--- config.mk ---
export PLATFORM = sky130hd
export DESIGN_NAME = decode_queue
export DESIGN_NICKNAME = d
export VERILOG_FILES = /design/src/rtl/decode_queue.sv
export SDC_FILE = /design/constraint.sdc
export NUM_CORES = 1
export LEC_CHECK = 0
export CORE_ASPECT_RATIO = 1.5
export CORE_MARGIN = 2
export CORE_UTILIZATION = 45
export CTS_BUF_LIST = sky130_fd_sc_hd__clkbuf_8
export CTS_CLUSTER_DIAMETER = 50
export CTS_CLUSTER_SIZE = 28
export DETAILED_ROUTE_END_ITERATION = 16
export PLACE_DENSITY_LB_ADDON = 0.08
export SETUP_SLACK_MARGIN = 0.5
export SYNTH_ARGS = -nofsm -noshare
export SYNTH_HDL_FRONTEND = slang
export SYNTH_SLANG_ARGS = --single-unit
export TNS_END_PERCENT = 10
--- constraint.sdc ---
create_clock -name clk -period 5.3 [get_ports clk]
set_input_delay 1.06 -clock clk [delete_from_list [all_inputs] [get_ports clk]]
set_output_delay 1.06 -clock clk [all_outputs]
set_load 0.005 [all_outputs]
--- src/rtl/decode_queue.sv ---
// decode_queue: circular buffer between a dual-issue decoder and issue stage.
// Accepts up to two entries per cycle and presents the two oldest entries
// combinationally. Protocol violations latch a sticky err flag.
module decode_queue #(
  parameter int DEPTH = 8,
  parameter int WIDTH = 64
) (
  input  logic                     clk,
  input  logic                     rst,
  input  logic                     flush,
  input  logic [1:0]               in_valid,
  input  logic [WIDTH-1:0]         in_data0,
  input  logic [WIDTH-1:0]         in_data1,
  output logic                     in_ready,
  output logic [1:0]               out_valid,
  output logic [WIDTH-1:0]         out_data0,
  output logic [WIDTH-1:0]         out_data1,
  input  logic [1:0]               num_read,
  output logic [$clog2(DEPTH):0]   count,
  output logic                     err
);

  localparam int AW = $clog2(DEPTH);
  localparam int CW = AW + 1;

  logic [WIDTH-1:0] mem [DEPTH];

  logic [AW-1:0] head_q, head_d;
  logic [AW-1:0] tail_q, tail_d;
  logic [CW-1:0] count_q, count_d;
  logic          err_q, err_d;

  logic          push_legal;
  logic          push_ok;
  logic [CW-1:0] push_n;
  logic [CW-1:0] pop_req;
  logic [CW-1:0] pop_n;
  logic          proto_err;
  logic [AW-1:0] head_p1;
  logic [AW-1:0] tail_p1;

  // Pointer successors wrap naturally because DEPTH is a power of two.
  assign head_p1 = head_q + AW'(1);
  assign tail_p1 = tail_q + AW'(1);

  // Readiness depends only on registered occupancy, never on same-cycle pops.
  assign in_ready = (count_q <= CW'(DEPTH - 2));

  // Push/pop sizing and protocol-error detection.
  always_comb begin
    push_legal = (in_valid == 2'b01) || (in_valid == 2'b11);
    push_ok    = in_ready && push_legal;
    push_n     = '0;
    if (push_ok) begin
      push_n = (in_valid == 2'b11) ? CW'(2) : CW'(1);
    end
    pop_req = '0;
    if (num_read == 2'b01) begin
      pop_req = CW'(1);
    end else if (num_read == 2'b11) begin
      pop_req = CW'(2);
    end
    // Over-requesting is legal: issue may ask for more than is present.
    pop_n     = (pop_req > count_q) ? count_q : pop_req;
    proto_err = (in_valid == 2'b10) || (num_read == 2'b10) ||
                ((in_valid != 2'b00) && !in_ready);
  end

  // Next-state for pointers, occupancy and error; flush overrides everything.
  always_comb begin
    head_d  = head_q;
    tail_d  = tail_q;
    count_d = count_q;
    err_d   = err_q;
    if (flush) begin
      head_d  = '0;
      tail_d  = '0;
      count_d = '0;
      err_d   = 1'b0;
    end else begin
      head_d  = head_q + AW'(pop_n);
      tail_d  = tail_q + AW'(push_n);
      count_d = count_q + push_n - pop_n;
      err_d   = err_q | proto_err;
    end
  end

  // Control state register with asynchronous reset.
  always_ff @(posedge clk or posedge rst) begin
    if (rst) begin
      head_q  <= '0;
      tail_q  <= '0;
      count_q <= '0;
      err_q   <= 1'b0;
    end else begin
      head_q  <= head_d;
      tail_q  <= tail_d;
      count_q <= count_d;
      err_q   <= err_d;
    end
  end

  // Entry storage is not reset; outputs are zero-forced when invalid instead.
  always_ff @(posedge clk) begin
    if (!flush && push_ok) begin
      mem[tail_q] <= in_data0;
      if (in_valid[1]) begin
        mem[tail_p1] <= in_data1;
      end
    end
  end

  // Zero-latency view of the two oldest entries.
  always_comb begin
    out_valid[0] = (count_q != '0);
    out_valid[1] = (count_q >= CW'(2));
    out_data0    = out_valid[0] ? mem[head_q]  : '0;
    out_data1    = out_valid[1] ? mem[head_p1] : '0;
  end

  assign count = count_q;
  assign err   = err_q;

endmodule

== Yosys cells after proc, flatten, opt, wreduce, memory -nomap -nowiden ==
Memory sizes are Yosys's and may differ from the RTL's.
Index checks and enable logic that the tools add are counted.
Cells by class
  magnitude comparators: 3
  multiplexer cells: 16
  add/subtract/negate cells: 6
  reduce and logical (&&, ||, !) cells: 10
  bitwise operators: 1
  eq/ne operators: 6
Operators with widths (number)
  $mux 64: 2
  $eq 2x2->1 const B: 4
  $mux 2: 4
  $mux 4: 2
  $add 3x1->3 const B: 2
  $add 3x3->3: 2
  $mux 1: 6
  $mux 3: 2
  $add 4x4->4: 1
  $eq 2x1->1 const B: 2
  $ge 4x2->1 const B: 1
  $gt 4x4->1: 1
  $le 4x3->1 const B: 1
  $reduce_bool 4->1: 1
  $sub 4x4->4: 1
  $logic_and 1x1->1: 3
  $logic_or 1x1->1: 3
  $logic_not 1->1: 2
  $reduce_bool 2->1: 1
  $or 1x1->1: 1
Word-level totals
  bits in registers: 11
  memories kept: 1
  RAM bits: 512
  output and inout bits: 136
Memory list
  mem: words 8, bits a word 64, rd ports 2, clocked after Yosys merged registers in 0, wr ports 2, line 26  | logic [WIDTH-1:0] mem [DEPTH];

== Logic depth before layout (Yosys ltp) ==
  depth in word-level cells: 7
  mapped depth: 12

== Least setup slack after synthesis ==
OpenSTA, ideal clock, no wires.
  kind: input port to flip-flop
  from: in in_valid[1]
  to: mem mem[1][0] (enable)
  stages on the path: 5
  path slack: 0.080 ns
  library setup time: 0.487 ns
  data arrival time: 4.733 ns
  path through: or3b_2 > clkbuf_1 > a2bb2oi_1 > o22a_1 > nor2_1
RTL lines
  start, declared: line 11  | input logic [1:0] in_valid,
  end, declared: line 26

== Final worst setup path ==
  from: reg head_q[1]
  to: out out_data1[48]
Between the ends
  longest elaborated chain between the ends: 3
Ends and longest elaborated chain
  start, declared: line 28  | logic [AW-1:0] head_q, head_d;
  start signal, assigned: line 91  | head_q <= '0;
  start signal, assigned: line 96  | head_q <= head_d;
  $add 3x1->3: line 43  | assign head_p1 = head_q + AW'(1);
  $mem_v2 8x64
  $mux 64: line 118  | out_data1 = out_valid[1] ? mem[head_p1] : '0;
  end, declared: line 17  | output logic [WIDTH-1:0] out_data1,
No other way between the ends.

==> impl_metrics.env <==
export IMPL_crit_fanout=30
export IMPL_startpoint_type="flop"
export IMPL_synthTopCellsByArea="edfxtp_1 (51%), mux4_2 (19%), mux2_2 (17%)"
export IMPL_setup_viol=0
export IMPL_fill_cells=5403
export IMPL_mappedNetlistNets=1828
export IMPL_antenna_found_initial=11
export IMPL_synth_top_cell_by_area="edfxtp_1"
export IMPL_rsz0062_at_grt="yes"
export IMPL_cp_data_required_time_ns=4.24
export IMPL_min_path_type="flop to flop"
export IMPL_synth_distinct_cells=45
export IMPL_cts_root_buf="clkbuf_8"
export IMPL_dr_pass1_iters=5
export IMPL_synth_top_cell_area_share=0.514
export IMPL_layout_drive_gt1_share=0.454
export IMPL_grt_max_degree=111
export IMPL_final_common_cell="edfxtp_1"
export IMPL_placed_cells=2740
export IMPL_dpl_cell_area_um2=33800
export IMPL_nNetsFinal=2068
export IMPL_h_tree_depth=2
export IMPL_fin_hold_ws_ns=0.595
export IMPL_synth_main_ff_cell="edfxtp_1"
export IMPL_p_leak_nw=11.0
export IMPL_pre_cts_ws_ns=1.08
export IMPL_min_period_ns=4.68
export IMPL_sequential_cell_area_um2=15700
export IMPL_cts_hold_buf=0
export IMPL_cts_tree="built"
export IMPL_synth_edf_count=512
export IMPL_port_buffers=270
export IMPL_ant_nets=0
export IMPL_gp_congestion=0.791
export IMPL_async_reset_ff_frac=0.0210
export IMPL_clkLatencyLatePin_ns=0.72
export IMPL_grt_pass1_vias=19564
export IMPL_fmax_ghz=0.214
export IMPL_wire_per_inst_um=32.0
export IMPL_drt_iter0_drc=1132
export IMPL_tns_ns=0
export IMPL_hold_viol_final=0
export IMPL_end_kind="primary output"
export IMPL_pwr_density_cell_nw_per_um2=445
export IMPL_r2r_worst_path_cells=7
export IMPL_hpwlAfterDp_mm=52.8
export IMPL_clkTransAtPathRegs_ns=0.09
export IMPL_slew_headroom=0.313
export IMPL_ctsLongestPathBuffers=3
export IMPL_power_mw=15.6
export IMPL_core_um2=65800
export IMPL_fp_dieH_um=320
export IMPL_drc=0
export IMPL_cts_buffers=49
export IMPL_viasPerCell=6.35
export IMPL_crit_arrival_ns=3.62
export IMPL_finalClockSkew_ns=0.0398
export IMPL_row_count=115
export IMPL_layout_setup_ws_ns=0.625
export IMPL_ios=271
export IMPL_fin_util=0.533
export IMPL_yosysSeqAreaShare=0.523
export IMPL_multiInputGateArea_um2=13600
export IMPL_cts_num_sinks=523
export IMPL_start_util=0.455
export IMPL_vdd_ir_drop_max_mv=0.365
export IMPL_die_area_um2=68600
export IMPL_slew_viol_final=0
export IMPL_ys_ff_latch=523
export IMPL_ys_warn_count=0
export IMPL_area_growth_pct=17.0
export IMPL_period_share=0.882
export IMPL_worstSetupPathType="flop to primary output"
export IMPL_overflow=0
export IMPL_final_cell_mix="edfxtp_1 (512), mux2_2 (458), clkdlybuf4s50_1 (270)"
export IMPL_grt_first_pass_wirelength_mm=132
export IMPL_vias=18037
export IMPL_track_usage=0.263
export IMPL_syn_inst=1676
export IMPL_max_slew_worst_pin_slew_ns=1.02
export IMPL_final_area_um2=35000
export IMPL_syn_mean_instance_area_um2=17.9
export IMPL_die_w_um=215
export IMPL_maxCapViolCount=0
export IMPL_syn_cell_area_um2=29900
export IMPL_outcome="finished, final reports clean"
export IMPL_stdcell_count=2840
export IMPL_drt_wl_total_mm=91.0
export IMPL_hold_depth=2
[repair_timing]
action	CTS	global route
buffers inserted	0	1
cloned	0	1
gates resized for setup	1	2
setup endpoints to repair	29	64
pin swaps	0	1
[per-layer routing]
metal	routed length [um]	vias up	share of wire	track usage
li1	-	7633	-	-
met1	34900	9621	0.38	0.318
met2	48100	606	0.53	0.479
met3	5160	163	0.057	0.0450
met4	2630	14	0.029	0.0809
met5	88	-	0.00097	0
[state kept, by name, summed over array words and instances (netlist names)]
| name | cells |
|---|---|
| mem | 512 |
| count | 4 |
| head_q | 3 |
| tail_q | 3 |
| err | 1 |
[power by group]
| part | total (mW) | switching (mW) | leakage [nW] | internal (mW) |
|---|---|---|---|---|
| Combinational | 7.72 | 3.62 | 5.66 | 4.10 |
| Sequential | 4.96 | 0.184 | 4.77 | 4.78 |
| Clock | 2.91 | 1.73 | 0.583 | 1.18 |
[cells in the mapped netlist, types with 2 or more instances]
cell type,n
nor2_1,12
nand2b_1,2
buf_1,23
and3_1,2
nor2b_1,7
xnor2_1,4
nand3b_1,3
nor3_4,3
nand2_1,7
dfrtp_1,11
a22o_1,128
mux2_1,54
inv_1,13
edfxtp_1,512
ha_1,13
nor4_4,3
nand3_1,3
a2bb2oi_1,3
o22a_1,7
o21ai_0,4
buf_2,38
buf_6,18
and2_1,4
a21oi_1,7
mux2_2,458
fa_1,4
mux4_2,256
clkbuf_1,60
[cell type report]
type,count,share of cell area
diodes,6,0.000429
clock buffers,51,0.0200
well taps,877,0.0313
repair buffers,329,0.0970
flip-flops and latches,523,0.447
multi-input cells,1000,0.389
inverters,13,0.00139
clock inverters,41,0.0136
[final timing paths]
path	start	to	slack, ns
min in group asynchronous	rst	tail_q[1]$_DFF_PP0_	0.68
hold reg to reg	err$_DFF_PP0_	err$_DFF_PP0_	0.60
setup reg to reg	count[3]$_DFF_PP0_	mem[4][32]$_DFFE_PP_	1.79
setup / recovery	head_q[1]$_DFF_PP0_	out_data1[48]	0.62
hold / removal	err$_DFF_PP0_	err$_DFF_PP0_	0.60
max in group asynchronous	rst	head_q[0]$_DFF_PP0_	4.23
[cell families after synthesis]
logic type      Yosys count  synth area share
xor+xnor                  6           0.00201
mux                     769             0.386
flops                   523             0.523
compound gates          158            0.0446
fa+ha+maj                17           0.00811
simple gates             50            0.0114
buf+inv                 153            0.0254
[worst max-delay path, stage by stage (launching register included)]
cell             delay, ns
dfrtp_4               0.73
ha_4                  0.28
xnor2_1               0.28
and2_2                0.26
buf_6                 0.40
a22o_1                0.39
clkdlybuf4s50_1       0.56
Note: power is estimated with default switching activity, not from simulation.
